[src/rtl/psum_accumulator_if.sv]
// Stream bundle between the PE-array column tops, the psum accumulator and the ofmap writer.
// master = producer/consumer side (PE array + ofmap writer), slave = accumulator.
interface psum_accumulator_if #(
   parameter int PE_WIDTH  = 4,
   parameter int ACC_WIDTH = 12
);
   logic [PE_WIDTH-1:0]  psum_in_0;
   logic [PE_WIDTH-1:0]  psum_in_1;
   logic [PE_WIDTH-1:0]  psum_in_2;
   logic                 psum_valid;
   logic                 in_ready;
   logic                 pass_first;
   logic                 pass_last;
   logic [ACC_WIDTH-1:0] out_data;
   logic                 out_valid;
   logic                 out_ready;
   logic                 out_last;
   logic                 acc_ovf;

   modport master (
      output psum_in_0, psum_in_1, psum_in_2, psum_valid, pass_first, pass_last, out_ready,
      input  in_ready, out_data, out_valid, out_last, acc_ovf
   );

   modport slave (
      input  psum_in_0, psum_in_1, psum_in_2, psum_valid, pass_first, pass_last, out_ready,
      output in_ready, out_data, out_valid, out_last, acc_ovf
   );
endinterface

[src/rtl/psum_accumulator.sv]
// Sums the three PE column psums per beat into a DEPTH-entry row buffer across channel passes,
// then drains the row as a valid/ready stream. Define PSUM_SAT_EN to saturate instead of wrap.
module psum_accumulator #(
   parameter int PE_WIDTH  = 4,
   parameter int ACC_WIDTH = 12,
   parameter int DEPTH     = 8
) (
   input  logic                  i_clk,
   input  logic                  i_rst_n,
   psum_accumulator_if.slave     io_psum
);
   localparam int IDX_W  = (DEPTH > 1) ? $clog2(DEPTH) : 1;
   localparam int CS_W   = PE_WIDTH + 2;
   localparam int ACC_W1 = ACC_WIDTH + 1;
   localparam logic [IDX_W-1:0] LAST_IDX = IDX_W'(DEPTH - 1);

   typedef enum logic [0:0] {
      ST_ACCUM = 1'b0,
      ST_DRAIN = 1'b1
   } state_t;

   state_t               r_state;
   logic [IDX_W-1:0]     r_wr_idx;
   logic [IDX_W-1:0]     r_rd_idx;
   logic [ACC_WIDTH-1:0] r_acc [DEPTH];
   logic                 r_pass_first;
   logic                 r_pass_last;
   logic                 r_in_ready;
   logic                 r_out_valid;
   logic                 r_out_last;
   logic [ACC_WIDTH-1:0] r_out_data;
   logic                 r_acc_ovf;

   logic [CS_W-1:0]      w_col_sum;
   logic                 w_accept;
   logic                 w_first;
   logic                 w_last;
   logic [ACC_W1-1:0]    w_acc_ext;
   logic                 w_carry;
   logic [ACC_WIDTH-1:0] w_wr_val;
   logic                 w_wr_at_end;
   logic [IDX_W-1:0]     w_rd_next;
   logic                 w_out_hs;

   // Beat datapath: column sum, pass flags for this beat and the value to store.
   always_comb begin
      w_col_sum   = CS_W'(io_psum.psum_in_0) + CS_W'(io_psum.psum_in_1)
                  + CS_W'(io_psum.psum_in_2);
      w_accept    = io_psum.psum_valid && r_in_ready;
      w_wr_at_end = (r_wr_idx == LAST_IDX);
      w_rd_next   = r_rd_idx + {{(IDX_W-1){1'b0}}, 1'b1};
      w_out_hs    = r_out_valid && io_psum.out_ready;
      // Flags are sampled only on the index-0 beat and held for the rest of the pass.
      if (r_wr_idx == {IDX_W{1'b0}}) begin
         w_first = io_psum.pass_first;
         w_last  = io_psum.pass_last;
      end else begin
         w_first = r_pass_first;
         w_last  = r_pass_last;
      end
      w_acc_ext = {1'b0, r_acc[r_wr_idx]} + ACC_W1'(w_col_sum);
      w_carry   = w_acc_ext[ACC_WIDTH] && !w_first;
      if (w_first) begin
         w_wr_val = ACC_WIDTH'(w_col_sum);
      end else if (w_carry) begin
`ifdef PSUM_SAT_EN
         w_wr_val = {ACC_WIDTH{1'b1}};
`else
         w_wr_val = w_acc_ext[ACC_WIDTH-1:0];
`endif
      end else begin
         w_wr_val = w_acc_ext[ACC_WIDTH-1:0];
      end
   end

   // Row buffer write port.
   always_ff @(posedge i_clk or negedge i_rst_n) begin
      if (!i_rst_n) begin
         for (int i = 0; i < DEPTH; i++) begin
            r_acc[i] <= {ACC_WIDTH{1'b0}};
         end
      end else if (r_state == ST_ACCUM && w_accept) begin
         r_acc[r_wr_idx] <= w_wr_val;
      end
   end

   // Control FSM with registered stream outputs.
   always_ff @(posedge i_clk or negedge i_rst_n) begin
      if (!i_rst_n) begin
         r_state      <= ST_ACCUM;
         r_wr_idx     <= {IDX_W{1'b0}};
         r_rd_idx     <= {IDX_W{1'b0}};
         r_pass_first <= 1'b0;
         r_pass_last  <= 1'b0;
         r_in_ready   <= 1'b1;
         r_out_valid  <= 1'b0;
         r_out_last   <= 1'b0;
         r_out_data   <= {ACC_WIDTH{1'b0}};
         r_acc_ovf    <= 1'b0;
      end else begin
         case (r_state)
            ST_ACCUM: begin
               if (w_accept) begin
                  r_pass_first <= w_first;
                  r_pass_last  <= w_last;
                  if (w_carry) begin
                     r_acc_ovf <= 1'b1;
                  end
                  if (w_wr_at_end) begin
                     r_wr_idx <= {IDX_W{1'b0}};
                     // Entry 0 is already final here since the last write targets DEPTH-1.
                     if (w_last) begin
                        r_state     <= ST_DRAIN;
                        r_in_ready  <= 1'b0;
                        r_out_valid <= 1'b1;
                        r_out_data  <= r_acc[0];
                        r_out_last  <= 1'b0;
                        r_rd_idx    <= {IDX_W{1'b0}};
                     end
                  end else begin
                     r_wr_idx <= r_wr_idx + {{(IDX_W-1){1'b0}}, 1'b1};
                  end
               end
            end
            ST_DRAIN: begin
               if (w_out_hs) begin
                  if (r_out_last) begin
                     r_state     <= ST_ACCUM;
                     r_rd_idx    <= {IDX_W{1'b0}};
                     r_wr_idx    <= {IDX_W{1'b0}};
                     r_acc_ovf   <= 1'b0;
                     r_in_ready  <= 1'b1;
                     r_out_valid <= 1'b0;
                     r_out_last  <= 1'b0;
                     r_out_data  <= {ACC_WIDTH{1'b0}};
                  end else begin
                     r_rd_idx   <= w_rd_next;
                     r_out_data <= r_acc[w_rd_next];
                     r_out_last <= (w_rd_next == LAST_IDX);
                  end
               end
            end
            default: begin
               r_state     <= ST_ACCUM;
               r_wr_idx    <= {IDX_W{1'b0}};
               r_rd_idx    <= {IDX_W{1'b0}};
               r_in_ready  <= 1'b1;
               r_out_valid <= 1'b0;
               r_out_last  <= 1'b0;
               r_out_data  <= {ACC_WIDTH{1'b0}};
            end
         endcase
      end
   end

   assign io_psum.in_ready  = r_in_ready;
   assign io_psum.out_valid = r_out_valid;
   assign io_psum.out_last  = r_out_last;
   assign io_psum.out_data  = r_out_data;
   assign io_psum.acc_ovf   = r_acc_ovf;
endmodule

[src/flat_wrapper.sv]
// flat-port wrapper written by rule: the top's interface ports become plain ports
module psum_accumulator_flat 
#(
   parameter int PE_WIDTH  = 4,
   parameter int ACC_WIDTH = 12,
   parameter int DEPTH     = 8
)
  (i_clk, i_rst_n, io_psum_psum_in_0, io_psum_psum_in_1, io_psum_psum_in_2, io_psum_psum_valid, io_psum_pass_first, io_psum_pass_last, io_psum_out_ready, io_psum_in_ready, io_psum_out_data, io_psum_out_valid, io_psum_out_last, io_psum_acc_ovf);
  psum_accumulator_if #(.PE_WIDTH(PE_WIDTH), .ACC_WIDTH(ACC_WIDTH)) io_psum_i ();
  input  logic i_clk;
  input  logic i_rst_n;
  input wire logic [$bits(io_psum_i.psum_in_0)-1:0] io_psum_psum_in_0;
  input wire logic [$bits(io_psum_i.psum_in_1)-1:0] io_psum_psum_in_1;
  input wire logic [$bits(io_psum_i.psum_in_2)-1:0] io_psum_psum_in_2;
  input wire logic [$bits(io_psum_i.psum_valid)-1:0] io_psum_psum_valid;
  input wire logic [$bits(io_psum_i.pass_first)-1:0] io_psum_pass_first;
  input wire logic [$bits(io_psum_i.pass_last)-1:0] io_psum_pass_last;
  input wire logic [$bits(io_psum_i.out_ready)-1:0] io_psum_out_ready;
  output wire logic [$bits(io_psum_i.in_ready)-1:0] io_psum_in_ready;
  output wire logic [$bits(io_psum_i.out_data)-1:0] io_psum_out_data;
  output wire logic [$bits(io_psum_i.out_valid)-1:0] io_psum_out_valid;
  output wire logic [$bits(io_psum_i.out_last)-1:0] io_psum_out_last;
  output wire logic [$bits(io_psum_i.acc_ovf)-1:0] io_psum_acc_ovf;
  assign io_psum_i.psum_in_0 = io_psum_psum_in_0;
  assign io_psum_i.psum_in_1 = io_psum_psum_in_1;
  assign io_psum_i.psum_in_2 = io_psum_psum_in_2;
  assign io_psum_i.psum_valid = io_psum_psum_valid;
  assign io_psum_i.pass_first = io_psum_pass_first;
  assign io_psum_i.pass_last = io_psum_pass_last;
  assign io_psum_i.out_ready = io_psum_out_ready;
  assign io_psum_in_ready = io_psum_i.in_ready;
  assign io_psum_out_data = io_psum_i.out_data;
  assign io_psum_out_valid = io_psum_i.out_valid;
  assign io_psum_out_last = io_psum_i.out_last;
  assign io_psum_acc_ovf = io_psum_i.acc_ovf;
  psum_accumulator #(.PE_WIDTH(PE_WIDTH), .ACC_WIDTH(ACC_WIDTH), .DEPTH(DEPTH)) u_core (.i_clk(i_clk), .i_rst_n(i_rst_n), .io_psum(io_psum_i));
endmodule
[config.mk]
export PLATFORM = sky130hd
export DESIGN_NAME = psum_accumulator_flat
export DESIGN_NICKNAME = d
export VERILOG_FILES = /design/src/rtl/psum_accumulator_if.sv /design/src/rtl/psum_accumulator.sv /design/src/flat_wrapper.sv
export SDC_FILE = /design/constraint.sdc
export NUM_CORES = 1
export LEC_CHECK = 0
export CORE_UTILIZATION = 41
export DETAILED_ROUTE_END_ITERATION = 10
export GPL_TIMING_DRIVEN = 0
export PLACE_DENSITY = 0.56
export SYNTH_ARGS = -nofsm -noshare
export SYNTH_HDL_FRONTEND = slang
export SYNTH_SLANG_ARGS = --single-unit
export TNS_END_PERCENT = 100
[constraint.sdc]
create_clock -name i_clk -period 5.7 [get_ports i_clk]
set_clock_uncertainty 0.15 [all_clocks]
set_input_delay 1.71 -clock i_clk [delete_from_list [all_inputs] [get_ports i_clk]]
set_output_delay 1.71 -clock i_clk [all_outputs]
set_load 0.01 [all_outputs]
# Word-level counts from Yosys, hierarchy flattened
# Index checks and enable logic that the tools add are counted.
[word_totals] reg_bits=121 latchBits=0 mem_bits_rw=0 mem_bits_ro=0 inputBits=18 output_inout_bits=16 elab_cells=102 mem_count=0
[classes] add_sub_neg=5 mul=0 div_mod_pow=0 order_cmp=3 n_eq_ne=8 shifts=0 muxes=53 n_bitwise=3 n_reduce_logical=12
[op_table] cell="12-bit two-way mux" count=11
[op_table] cell="96-bit bitwise mux" count=1
[op_table] cell="12-bit binary-select mux with 3-bit select" count=2
[op_table] cell="12-bit demux with 3-bit select" count=1
[op_table] cell="3-bit two-way mux" count=9
[op_table] cell="12-bit one-hot mux with 2 select lines" count=1
[op_table] cell="1-bit two-way mux" count=21
[op_table] cell="12-bit by 6-bit adder with 13-bit output" count=1
[op_table] cell="3-bit one-hot mux with 2 select lines" count=2
[op_table] cell="1-bit one-hot mux with 2 select lines" count=5
[op_table] cell="4-bit greater-or-equal comparator, second input constant" count=2
[op_table] cell="2-bit by 1-bit != test with 1-bit output, second input constant" count=4
[op_table] cell="3-bit NOT with 4-bit output" count=2
[op_table] cell="4-bit AND reduction" count=2
[op_table] cell="3-bit by 1-bit adder with 3-bit output, second input constant" count=2
[op_table] cell="6-bit by 4-bit adder with 6-bit output" count=1
[op_table] cell="3-bit equality test, second input constant" count=2
[op_table] cell="4-bit by 4-bit adder with 5-bit output" count=1
[op_table] cell="1-bit logical AND" count=5
[op_table] cell="5-bit AND reduction" count=1
[op_table] cell="4-bit by 1-bit < comparator with 1-bit output, second input constant" count=1
[op_table] cell="2-bit != test, second input constant" count=2
[op_table] cell="3-bit logical NOT" count=1
[op_table] cell="3-bit AND reduction" count=1
[op_table] cell="other kinds (3)" count=3

# Logic depth before layout (Yosys ltp)
# Gate-level depths: netlist (run 1).
[logic_depth] ltp_word=9 ltp_mapped=18 ltp_nobuf=16

# Least setup slack after synthesis (run 1)
# OpenSTA, ideal clock, no wires.
[synth_path] path_kind="input to register" start="in io_psum_psum_in_1[0]" end="reg u_core.r_acc[58] (netlist bit)" setup_ns=0.121 arrival_ns=4.835 required_ns=5.429 setup_slack_ns=0.594 cell_stages=14 path_buffers=0 path_cell_list="ha_1 > fa_1 > fa_1 > a21o_1 > a21oi_1 > xor2_1 > ha_1 > o21a_1 > o31a_1 > nor2_1 > maj3_2 > or2_4 > xor2_4 > a22o_1"
[synth_via] elab_chain_cells=5
[synth_lines] element="from (decl)" line_no="flat_wrapper.sv:13" source="input wire logic [$bits(io_psum_i.psum_in_1)-1:0] io_psum_psum_in_1;"
[synth_lines] element="4-bit by 4-bit adder with 5-bit output" line_no="psum_accumulator.sv:47" source="w_col_sum = CS_W'(io_psum.psum_in_0) + CS_W'(io_psum.psum_in_1)"
[synth_lines] element="6-bit by 4-bit adder with 6-bit output" line_no="psum_accumulator.sv:48" source="+ CS_W'(io_psum.psum_in_2);"
[synth_lines] element="12-bit by 6-bit adder with 13-bit output" line_no="psum_accumulator.sv:61" source="w_acc_ext = {1'b0, r_acc[r_wr_idx]} + ACC_W1'(w_col_sum);"
[synth_lines] element="12-bit two-way mux" line_no="psum_accumulator.sv:63" source="if (w_first) begin"
[synth_lines] element="96-bit bitwise mux" line_no="psum_accumulator.sv:83" source="r_acc[r_wr_idx] <= w_wr_val;"
[synth_lines] element="to (signal, indexed assignment)" line_no="psum_accumulator.sv:80" source="r_acc[i] <= {ACC_WIDTH{1'b0}};"
[synth_lines] element="to (signal, indexed assignment)" line_no="psum_accumulator.sv:83"
[synth_lines] element="to (decl)" line_no="psum_accumulator.sv:25" source="logic [ACC_WIDTH-1:0] r_acc [DEPTH];"
# Every way passes these cells.
# A chain may end at the register's enable or synchronous reset.

# Worst setup path in the final report (run 1)
[layout_path] start="in io_psum_psum_in_1[0]" end="reg u_core.r_acc[71] (netlist bit)"
# The elaborated chain is that of the path after synthesis.

==> impl_results.md, run 1 <==
- Die Y: 132 um
- Dpl cell area: 7560 sq um
- Post-Synth XOR/XNOR Area: 0.0235
- Rows: 47
- Bufs on Longest Clock Path: 2
- Sequential fraction of the synthesis area: 0.437
- CP required: 5.91 ns
- Simple logic cell fraction of the synthesized area: 0.0869
- RSZ-0062 raised after global routing: false
- CP startpoint: io_psum_psum_in_1[0]
- Clock tree sinks: 121
- Status: finished, final reports clean
- Worst-Margin Slew: 0.932 ns
- Worst Setup Slack, final: 0.199 ns
- CP delay by family, top: adder cells
- Htree depth: 4
- Async set-or-reset flop fraction in the synthesized netlist: 1.00
- Final ANT Viol Nets: 0
- Synth Net Count: 653
- DR vias: 5,430
- Hpwl dp: 14,400 um
- FMAX: 182 MHz
- Endpoints failing setup: 0
- Final Cycle Share: 0.965
- CTS tree: built
- Levels on crit path: 15
- RR Endpoint: u_core.r_acc[71]
- Leakage Power: 3.56 nW
- Ports: 34
- Post-synthesis mux area share: 0.184
- FILL cells: 1,499
- Crit path cell chain: clkdlybuf4s50_1 > ha_1 > fa_1 > ha_1 > a21o_1 > a211oi_1 > nor2_1 > ha_1 > o21ai_0 > o21bai_1 > a21oi_1 > maj3_1 > nor3_2 > xnor2_2 > a22o_1
- Class of the worst hold path: reg -> reg
- Largest area contributor in the netlist: dfrtp_1
- Adder-cell share of the synthesized area: 0.0460
- R2r worst-path depth: 15
- Initial antenna violation count: 0
- Root Driver: clkbuf_16
- GP Congestion: 0.861
- Pre-CTS setup slack: -0.242 ns
- DIE AREA: 17,400 sq um
- Post CTS Setup Buffer Count: 0
- Synth-to-layout area growth: 17.1%
- Starting Density: 0.419
- Fin. Hold Viols: 0
- DR DRC count: 0
- Vias in the first global route: 5,432
- Layout cells sized above 1: 0.152
- Total Routing Usage GR: 0.241
- Slowest CP cell: fa_1
- Largest family of logic cells by synthesized area: multiplexers
- Total congestion overflow: 0
- Post-Syn Area: 6930 sq um
- Crit-path max cell delay: 0.49 ns
- Min cycle time layout: 5.50 ns
- PwrDens: 253 nW/um^2
- Number of distinct library cells after synthesis: 60
- Count leader, synth: dfrtp_1
- Reg2Reg Launch Point: u_core.r_wr_idx[1]
- Synth Instances: 613
- Drt total wl: 19,700 um
- Most used DFF post-synth: dfrtp_1
- Pin count of the biggest net entering global routing: 74
- Cts bufs inserted: 17
- Crit path to: u_core.r_acc[71]
- Design area: 8120 sq um
- First-pass GRT wire length: 31,600 um
- Wire per inst: 21.9 um
- Number of buffers and inverters on the critical path: 1
- Clock-pin slew on the worst setup and hold paths: 0.05 ns
- Syn Area/Cell: 11.3 sq um
- Detailed router's first-iteration violation count: 532
- Worst-path maximum fanout: 8
- Compound-Gate Fraction of Synth Area: 0.178
- Leading cell types by count after synthesis: dfrtp_1 (120), nand2_1 (83), o21ai_0 (67), a22o_1 (44), mux4_2 (32)
- Startpoint Class: primary input
- Avg Vias per Cell: 6.05
- Max-Cap Viols: 0
- Max Slew Vio Count: 0
- Synth area leaders: dfrtp_1 (43%), mux4_2 (10%), a22o_1 (5.6%)
- Post-cts resize count: 0
- Worst vdd ir: 174 uV
- Flop-to-flop setup slack: 0.98 ns
- Nets: 706
- Detailed-router iteration count before antenna repair: 5
- Number of synthesis warnings: 0
- PortBufs: 33
- Die W: 132 um
- Critical Path Sink Type: flip-flop
- Total core area: 16,500 sq um
- Hold WS: 0.337 ns
- Max_slew headroom: 0.379
- Cell mode on critical path: ha_1
- Worst-Skew Late Latency: 0.42 ns
- Setup CP Type: in -> reg
- Yosys reg bits: 121
- WP data arrival: 5.71 ns
- EDFF count, synth: 0
- Top-area cell type share of the netlist area: 0.433
- CTS Hold Buffers Added: 0
- # diodes: 0
-- how the worst min path moves through the flow --
stage                                             to                  startpoint  slack, ns  cells past startpoint
after floorplan                     u_core.r_acc[30]            u_core.r_acc[30]       0.31                      2
after global placement              u_core.r_acc[54]            u_core.r_acc[54]       0.32                      2
after detailed placement     u_core.io_psum.in_ready     u_core.io_psum.in_ready       0.33                      2
after CTS                    u_core.io_psum.in_ready     u_core.io_psum.in_ready       0.34                      2
after global routing         u_core.io_psum.in_ready     u_core.io_psum.in_ready       0.35                      2
final                     u_core.io_psum.out_data[7]  u_core.io_psum.out_data[7]       0.34                      1
-- where the power goes --
| part | internal [W] | switching (W) |
|---|---|---|
| registers | 0.000862 | 0.00000157 |
| logic | 0.0000781 | 0.000139 |
| clock network | 0.000573 | 0.000397 |
| total | 0.00151 | 0.000538 |
-- cells in the final DEF (no fill, tap or decap), types with 8 or more instances in the layout --
master and instances:
nor2_1 25, inv_1 24, ha_1 19, nand3_1 9, mux4_2 32, clkbuf_1 28
o21ai_0 67, a22o_1 44, nand2_1 83, o221ai_1 13, dfrtp_1 120, clkdlybuf4s50_1 32
o21a_1 16, clkbuf_16 17, a21oi_1 8, mux2i_1 23
-- cell families (layout without fill, tap and decap cells) --
kind of cell | count (synthesis) | in the layout
mux | 72 | 72
flops | 121 | 121
fa+ha+maj | 24 | 24
xor+xnor | 13 | 13
simple gates | 139 | 139
compound gates | 178 | 178
buf+inv | 66 | 131
-- final cells by class --
| cell class | instances | area, sq um | share of cell area |
|---|---|---|---|
| repair buffers | 34 | 359 | 0.0442 |
| multi-input cells | 426 | 3620 | 0.446 |
| clock buffers | 20 | 457 | 0.0563 |
| flip-flops and latches | 121 | 3030 | 0.373 |
| inverters | 24 | 90.1 | 0.0111 |
| plain buffers | 42 | 214 | 0.0264 |
| clock inverters | 11 | 75.1 | 0.00925 |
| well taps | 220 | 275 | 0.0339 |
-- through the flow --
step	total power (W)	TNS (ns)	std cells	util
detailed placement	0.00109	-7.28	867	0.458
global route	0.00212	0	898	0.491
global placement	0.00109	-225.77	866	0.456
finish	0.00205	0	898	0.491
CTS	0.00206	0	898	0.490
floorplan	0.00101	0	613	-
-- sequential cells by signal, summed over array words and instances (netlist names), 3 cells and up --
signal                   cells
u_core.r_acc                96
u_core.io_psum.out_data     12
u_core.r_rd_idx              3
u_core.r_wr_idx              3
-- per-layer routing --
| layer | part of all wire | routed length [um] | vias to the layer above | global-route usage |
|---|---|---|---|---|
| li1 | - | - | 2388 | - |
| met1 | 0.44 | 8750 | 2762 | 0.335 |
| met2 | 0.47 | 9250 | 248 | 0.372 |
| met3 | 0.065 | 1290 | 32 | 0.0523 |
| met4 | 0.021 | 409 | 0 | 0.0891 |
| met5 | 0 | 0 | - | 0 |
Note: power is estimated with default switching activity, not from simulation.
==> inputs of run 2 (changes only) <==
CTS_BUF_LIST = sky130_fd_sc_hd__clkbuf_8   (was default)
GPL_ROUTABILITY_DRIVEN = 1   (was default)
RECOVER_POWER = 100   (was default)
==> run 2 against run 1 <==
  * Combinational power down 2%
  * Die area unchanged
  * Global-route usage decreased by 0.11 points
  * Cell area fell by 2.8%
  * The flow now finishes with violations (capacitance limit, slew limit)
  * Highest routed layer unchanged
  * Hold slack worse by 0.0012 ns
==> impl_results.md, run 2 (synthesized netlist as in run 1, its figures left out) <==
- Min cycle time layout: 5.46 ns
- Worst-Skew Late Latency: 0.45 ns
- Slowest CP cell: fa_1
- Number of buffers and inverters on the critical path: 1
- Cts bufs inserted: 17
- Fin. Hold Viols: 0
- Post-cts resize count: 0
- Most frequent cells in the layout: dfrtp_1 (120), nand2_1 (83), o21ai_0 (68)
- Vias in the first global route: 5,397
- Sequential Power Share: 0.491
- Max FFs per register: 96
- Post CTS Setup Buffer Count: 0
- Net switching power: 0.000503 W
- Die W: 132 um
- Crit-path max cell delay: 0.49 ns
- DR vias: 5,377
- Status: finished, violations left
- Clock-pin slew on the worst setup and hold paths: 0.07 ns
- # diodes: 0
- Bufs on Longest Clock Path: 2
- Drt total wl: 19,600 um
- Max Slew Vio Count: 49
- GP Congestion: 0.861
- Largest Register: u_core.r_acc
- Int Pwr: 0.00125 W
- Cell mode on critical path: ha_1
- FMAX: 183 MHz
- FILL cells: 1,529
- Worst vdd ir: 140 uV
- Wire per inst: 21.8 um
- Layout cells sized above 1: 0.140
- Sw Share: 0.286
- Startpoint Class: primary input
- Htree depth: 4
- Clk pwr share: 0.387
- Critical Path Sink Type: flip-flop
- Leakage Power: 3.50 nW
- Final ANT Viol Nets: 0
- Max-Cap Viols: 1
- Clock tree sinks: 121
- Total congestion overflow: 0
- Total Routing Usage GR: 0.240
- Crit path cell chain: clkdlybuf4s50_1 > ha_1 > fa_1 > ha_1 > a21o_1 > a211oi_1 > nor2_1 > ha_1 > o21ai_0 > o21bai_1 > a21oi_1 > maj3_1 > nor2_1 > xor2_4 > a22o_1
- Total core area: 16,500 sq um
- Nets: 706
- Root Driver: clkbuf_8
- Starting Density: 0.419
- DIE AREA: 17,400 sq um
- CP required: 5.94 ns
- Inst Count DP: 867
- CTS Hold Buffers Added: 0
- DR DRC count: 0
- Pin count of the biggest net entering global routing: 74
- Class of the worst hold path: reg -> reg
- RSZ-0062 raised after global routing: false
- Detailed router's first-iteration violation count: 574
- Pre-CTS setup slack: -0.242 ns
- Max_slew headroom: -0.861
- Final Cycle Share: 0.958
- Avg Vias per Cell: 5.99
- Initial antenna violation count: 0
- Die Y: 132 um
- PortBufs: 33
- CTS tree: built
- Non-filler cells, final: 898
- CP delay by family, top: adder cells
- WP data arrival: 5.70 ns
- Worst-Margin Slew: 2.79 ns
- Hpwl dp: 14,400 um
- Synth-to-layout area growth: 13.8%
- PwrDens: 222 nW/um^2
- First-pass GRT wire length: 31,400 um
- Rows: 47
- Worst Setup Slack, final: 0.238 ns
- Most common cell after layout, fill and taps aside: dfrtp_1
- Fin Setup TNS: 0 ns
- Comb pwr share: 0.122
- Ports: 34
- Violated checks: capacitance limit, slew limit
- Worst-path maximum fanout: 8
- Detailed-router iteration count before antenna repair: 5
- Setup CP Type: in -> reg
- Endpoints failing setup: 0
run 2: changes by cell type in the layout (fill, tap and decap cells not counted), moves of 2 or more:
| cell | change |
|---|---|
| buf_2 | -2 |
| buf_6 | -2 |
| clkbuf_1 | +4 |
| clkbuf_16 | -17 |
| clkbuf_8 | +17 |
| clkdlybuf4s50_1 | -17 |
| dlygate4sd3_1 | +17 |
run 2: final cells by class:
| type | count | area, sq um | share of cell area |
|---|---|---|---|
| Tap cell | 220 | 275 | 0.0349 |
| Buffer | 42 | 193 | 0.0244 |
| Multi-Input combinational cell | 426 | 3610 | 0.458 |
| Inverter | 24 | 90.1 | 0.0114 |
| Timing Repair Buffer | 34 | 352 | 0.0446 |
| Clock inverter | 12 | 78.8 | 0.00999 |
| Sequential cell | 121 | 3030 | 0.384 |
| Clock buffer | 19 | 262 | 0.0331 |
run 2: power by group through the flow:
stage / registers [W] / logic, W / clock network (W)
floorplan: 0.000879 / 0.000129 / 0
global placement: 0.000879 / 0.000207 / 0
detailed placement: 0.000878 / 0.000215 / 0
CTS: 0.000862 / 0.000216 / 0.000692
global route: 0.000862 / 0.000238 / 0.000724
finish: 0.000862 / 0.000213 / 0.000680
run 2: final timing paths:
check,from,endpoint,slack (ns),depth (start not counted)
max,io_psum_psum_in_1[0],u_core.r_acc[79],0.24,15
min,u_core.io_psum.out_data[7],u_core.io_psum.out_data[7],0.34,1
max reg2reg,u_core.r_wr_idx[0],u_core.r_acc[32],0.33,17
min reg2reg,u_core.io_psum.out_data[7],u_core.io_psum.out_data[7],0.34,1
max in group asynchronous,i_rst_n,u_core.r_acc[45],1.82,1
min in group asynchronous,i_rst_n,u_core.io_psum.out_data[11],1.99,1
run 2: through the flow:
stage / util / hold WS [ns] / total power (W) / instance area, sq um
after floorplan: - / 0.308 / 0.00101 / 6930
after global placement: 0.456 / 0.323 / 0.00109 / 7530
after detailed placement: 0.458 / 0.331 / 0.00109 / 7560
after CTS: 0.478 / 0.345 / 0.00177 / 7900
after global routing: 0.477 / 0.352 / 0.00182 / 7890
final: 0.477 / 0.336 / 0.00175 / 7890
run 2: layer usage:
layer / track usage / share of wire / wire, um
met3: 0.0565 / 0.063 / 1240
met4: 0.0807 / 0.017 / 330
met5: 0 / 0 / 0
met1: 0.331 / 0.45 / 8730
met2: 0.373 / 0.47 / 9260
==> inputs of run 3 (changes only) <==
ABC_AREA = 1   (was default)
==> run 3 against run 2 <==
  * The flow still finishes with violations (capacitance limit, slew limit)
  * Wire length increased by 33%
  * Hold slack worse by 0.0081 ns
  * Via count grew 30%
  * Cell area is 2.0% higher
  * Sequential share of layout area is 0.77 points lower
  * Maximum frequency increased by 1.2%
  * Global-route usage rose by 6.9 points
  * Die area is 1.6% higher
  * Total power increased by 9.4%
  * Clock power is 31% higher
  * Final cell count up 37%
  * Largest cell class unchanged
  * Largest power group is now the clock network
==> impl_results.md, run 3 <==
- Starting Density: 0.421
- Worst-Margin Slew: 2.41 ns
- Leakage Power: 3.92 nW
- Max-Cap Viols: 2
- Nets: 1,040
- Pre-CTS setup slack: -0.0220 ns
- Max FFs per register: 96
- Int Pwr: 0.00142 W
- Sequential fraction of the synthesis area: 0.430
- EDFF count, synth: 0
- Crit path cell chain: clkdlybuf4s50_1 > ha_1 > fa_1 > fa_1 > xor2_1 > ha_1 > nand2_1 > o21ai_0 > nand3_1 > nand2_1 > o21ai_1 > a21oi_1 > xor2_1 > nand2_1 > nand2_1
- Htree depth: 4
- Footprint of the multi-input gates: 3470 sq um
- CTS tree: built
- Number of synthesis warnings: 0
- Bufs on Longest Clock Path: 2
- Max_slew headroom: -0.610
- Cts bufs inserted: 17
- Crit-path max cell delay: 0.68 ns
- Drt total wl: 26,000 um
- Wire per inst: 21.0 um
- DIE AREA: 17,700 sq um
- Sequential Area: 3030 sq um
- Largest Register: u_core.r_acc
- Worst-path maximum fanout: 8
- Ports: 34
- # diodes: 0
- Hpwl dp: 18,000 um
- Endpoints failing setup: 0
- Layout cells sized above 1: 0.0671
- Worst vdd ir: 198 uV
- FILL cells: 1,733
- Final ANT Viol Nets: 0
- Synth Net Count: 987
- PortBufs: 33
- Hold_sp: u_core.io_psum.in_ready
- Flop-to-flop setup slack: 1.52 ns
- Die Y: 133 um
- CTS Hold Buffers Added: 0
- Synth-to-layout area growth: 14.4%
- Root Driver: clkbuf_8
- Pwr Total: 0.00192 W
- Worst Setup Slack, final: 0.303 ns
- Initial antenna violation count: 0
- Vias in the first global route: 6,671
- WP data arrival: 5.64 ns
- Synth Instances: 947
- DR DRC count: 0
- Final Cycle Share: 0.947
- Sequential Power Share: 0.447
- Startpoint Class: primary input
- Critical Path Sink Type: flip-flop
- Die W: 133 um
- DR vias: 7,015
- Slowest CP cell: xor2_1
- Post-Syn Area: 7040 sq um
- FMAX: 185 MHz
- GP Congestion: 0.934
- Synth area leaders: dfrtp_1 (43%), nand2_1 (17%), o21ai_0 (9.2%)
- Total congestion overflow: 0
- Number of distinct library cells after synthesis: 46
- First-pass GRT wire length: 40,000 um
- CP startpoint: io_psum_psum_in_1[0]
- Fin Setup TNS: 0 ns
- Fin util: 0.482
- Clock-pin slew on the worst setup and hold paths: 0.07 ns
- CP required: 5.94 ns
- Dpl cell area: 7670 sq um
- Detailed router's first-iteration violation count: 994
- Most used DFF post-synth: dfrtp_1
- Post CTS Setup Buffer Count: 0
- Pin count of the biggest net entering global routing: 94
- Rows: 47
- Fin. Hold Viols: 0
- Comb pwr share: 0.090
- Avg Vias per Cell: 5.69
- Max Slew Vio Count: 124
- RSZ-0062 raised after global routing: false
- Most common cell after layout, fill and taps aside: nand2_1
- Clk pwr share: 0.463
- Reg2Reg Launch Point: u_core.r_wr_idx[0]
- Worst-Skew Late Latency: 0.46 ns
- Count leader, synth: nand2_1
- Post-cts resize count: 0
- Largest area contributor in the netlist: dfrtp_1
- Design area: 8050 sq um
- Detailed-router iteration count before antenna repair: 5
- Clock tree sinks: 121
- Sw Share: 0.261
- Yosys reg bits: 121
- PwrDens: 239 nW/um^2
- Top-area cell type share of the netlist area: 0.427
- Syn Area/Cell: 7.43 sq um
- Total Routing Usage GR: 0.309
- Status: finished, violations left
- Leading cell types by count after synthesis: nand2_1 (313), o21ai_0 (129), dfrtp_1 (120), inv_1 (69), nor2_1 (61)
- Async set-or-reset flop fraction in the synthesized netlist: 1.00
- Net switching power: 0.000502 W
- Setup CP Type: in -> reg
- Cell mode on critical path: nand2_1
- Class of the worst hold path: reg -> reg
- Most frequent cells in the layout: nand2_1 (313), o21ai_0 (140), dfrtp_1 (120)
- Min cycle time layout: 5.40 ns
- Total core area: 16,700 sq um
- Violated checks: capacitance limit, slew limit
-- run 3: cell count changes in the layout (fill, tap and decap cells not counted), moves of 13 or more --
cell / previous run / this run
o221ai_1: 13 / 0
nand3_1: 9 / 37
a22o_1: 44 / 1
o21a_1: 16 / 0
mux4_2: 32 / 0
a21oi_1: 8 / 28
o21ai_0: 68 / 140
nand2_1: 83 / 313
nor2_1: 26 / 62
mux2i_1: 23 / 1
inv_1: 25 / 71
o22ai_1: 3 / 24
-- run 3: critical path: cells and delay by family --
kind	cells	cell delay (ns)
AOI/OAI and AO/OA	3	0.56
xor gates and xnor gates	2	0.88
adders and majority gates	4	1.53
buffers and inverters	1	0.40
and+or+nand+nor	5	0.55
-- run 3: worst paths after layout --
check,endpoint,depth (start not counted)
max,u_core.r_acc[5],15
min,u_core.io_psum.in_ready,2
max reg2reg,u_core.r_acc[5],16
min reg2reg,u_core.io_psum.in_ready,2
max in group asynchronous,u_core.r_acc[35],2
min in group asynchronous,u_core.io_psum.out_last,1
-- run 3: per-layer routing --
| layer | part of all wire | wire length (um) | global-route usage | vias up |
|---|---|---|---|---|
| li1 | - | - | - | 3251 |
| met1 | 0.44 | 11300 | 0.423 | 3360 |
| met2 | 0.45 | 11700 | 0.481 | 331 |
| met3 | 0.079 | 2050 | 0.0536 | 73 |
| met4 | 0.033 | 850 | 0.132 | 0 |
| met5 | 0 | 0 | 0 | - |
-- run 3: logic make-up after synthesis --
family	after synthesis	share of synthesized area
xor+xnor	8	0.0110
flops	121	0.430
fa+ha+maj	22	0.0423
mux	2	0.00302
buf+inv	122	0.0724
compound gates	227	0.180
simple gates	445	0.260
-- run 3: power groups by stage --
| stage | Clock [W] | Combinational (W) | Sequential [W] |
|---|---|---|---|
| after global placement | 0 | 0.000179 | 0.000875 |
| after detailed placement | 0 | 0.000182 | 0.000875 |
| after global routing | 0.000927 | 0.000197 | 0.000858 |
| after CTS | 0.000890 | 0.000183 | 0.000858 |
| final | 0.000890 | 0.000173 | 0.000858 |
| after floorplan | 0 | 0.000108 | 0.000875 |
-- run 3: stage by stage --
step / cells / hold slack [ns]
final: 1233 / 0.328
after global routing: 1233 / 0.353
after CTS: 1233 / 0.331
after detailed placement: 1201 / 0.320
after global placement: 1200 / 0.314
after floorplan: 947 / 0.299
-- run 3: cell type report --
cell class / count / share of cell area
Timing Repair Buffer: 34 / 0.0409
Buffer: 43 / 0.0242
Clock inverter: 12 / 0.0214
Inverter: 79 / 0.0378
Multi-Input combinational cell: 704 / 0.431
Tap cell: 220 / 0.0342
Sequential cell: 121 / 0.376
Clock buffer: 20 / 0.0342
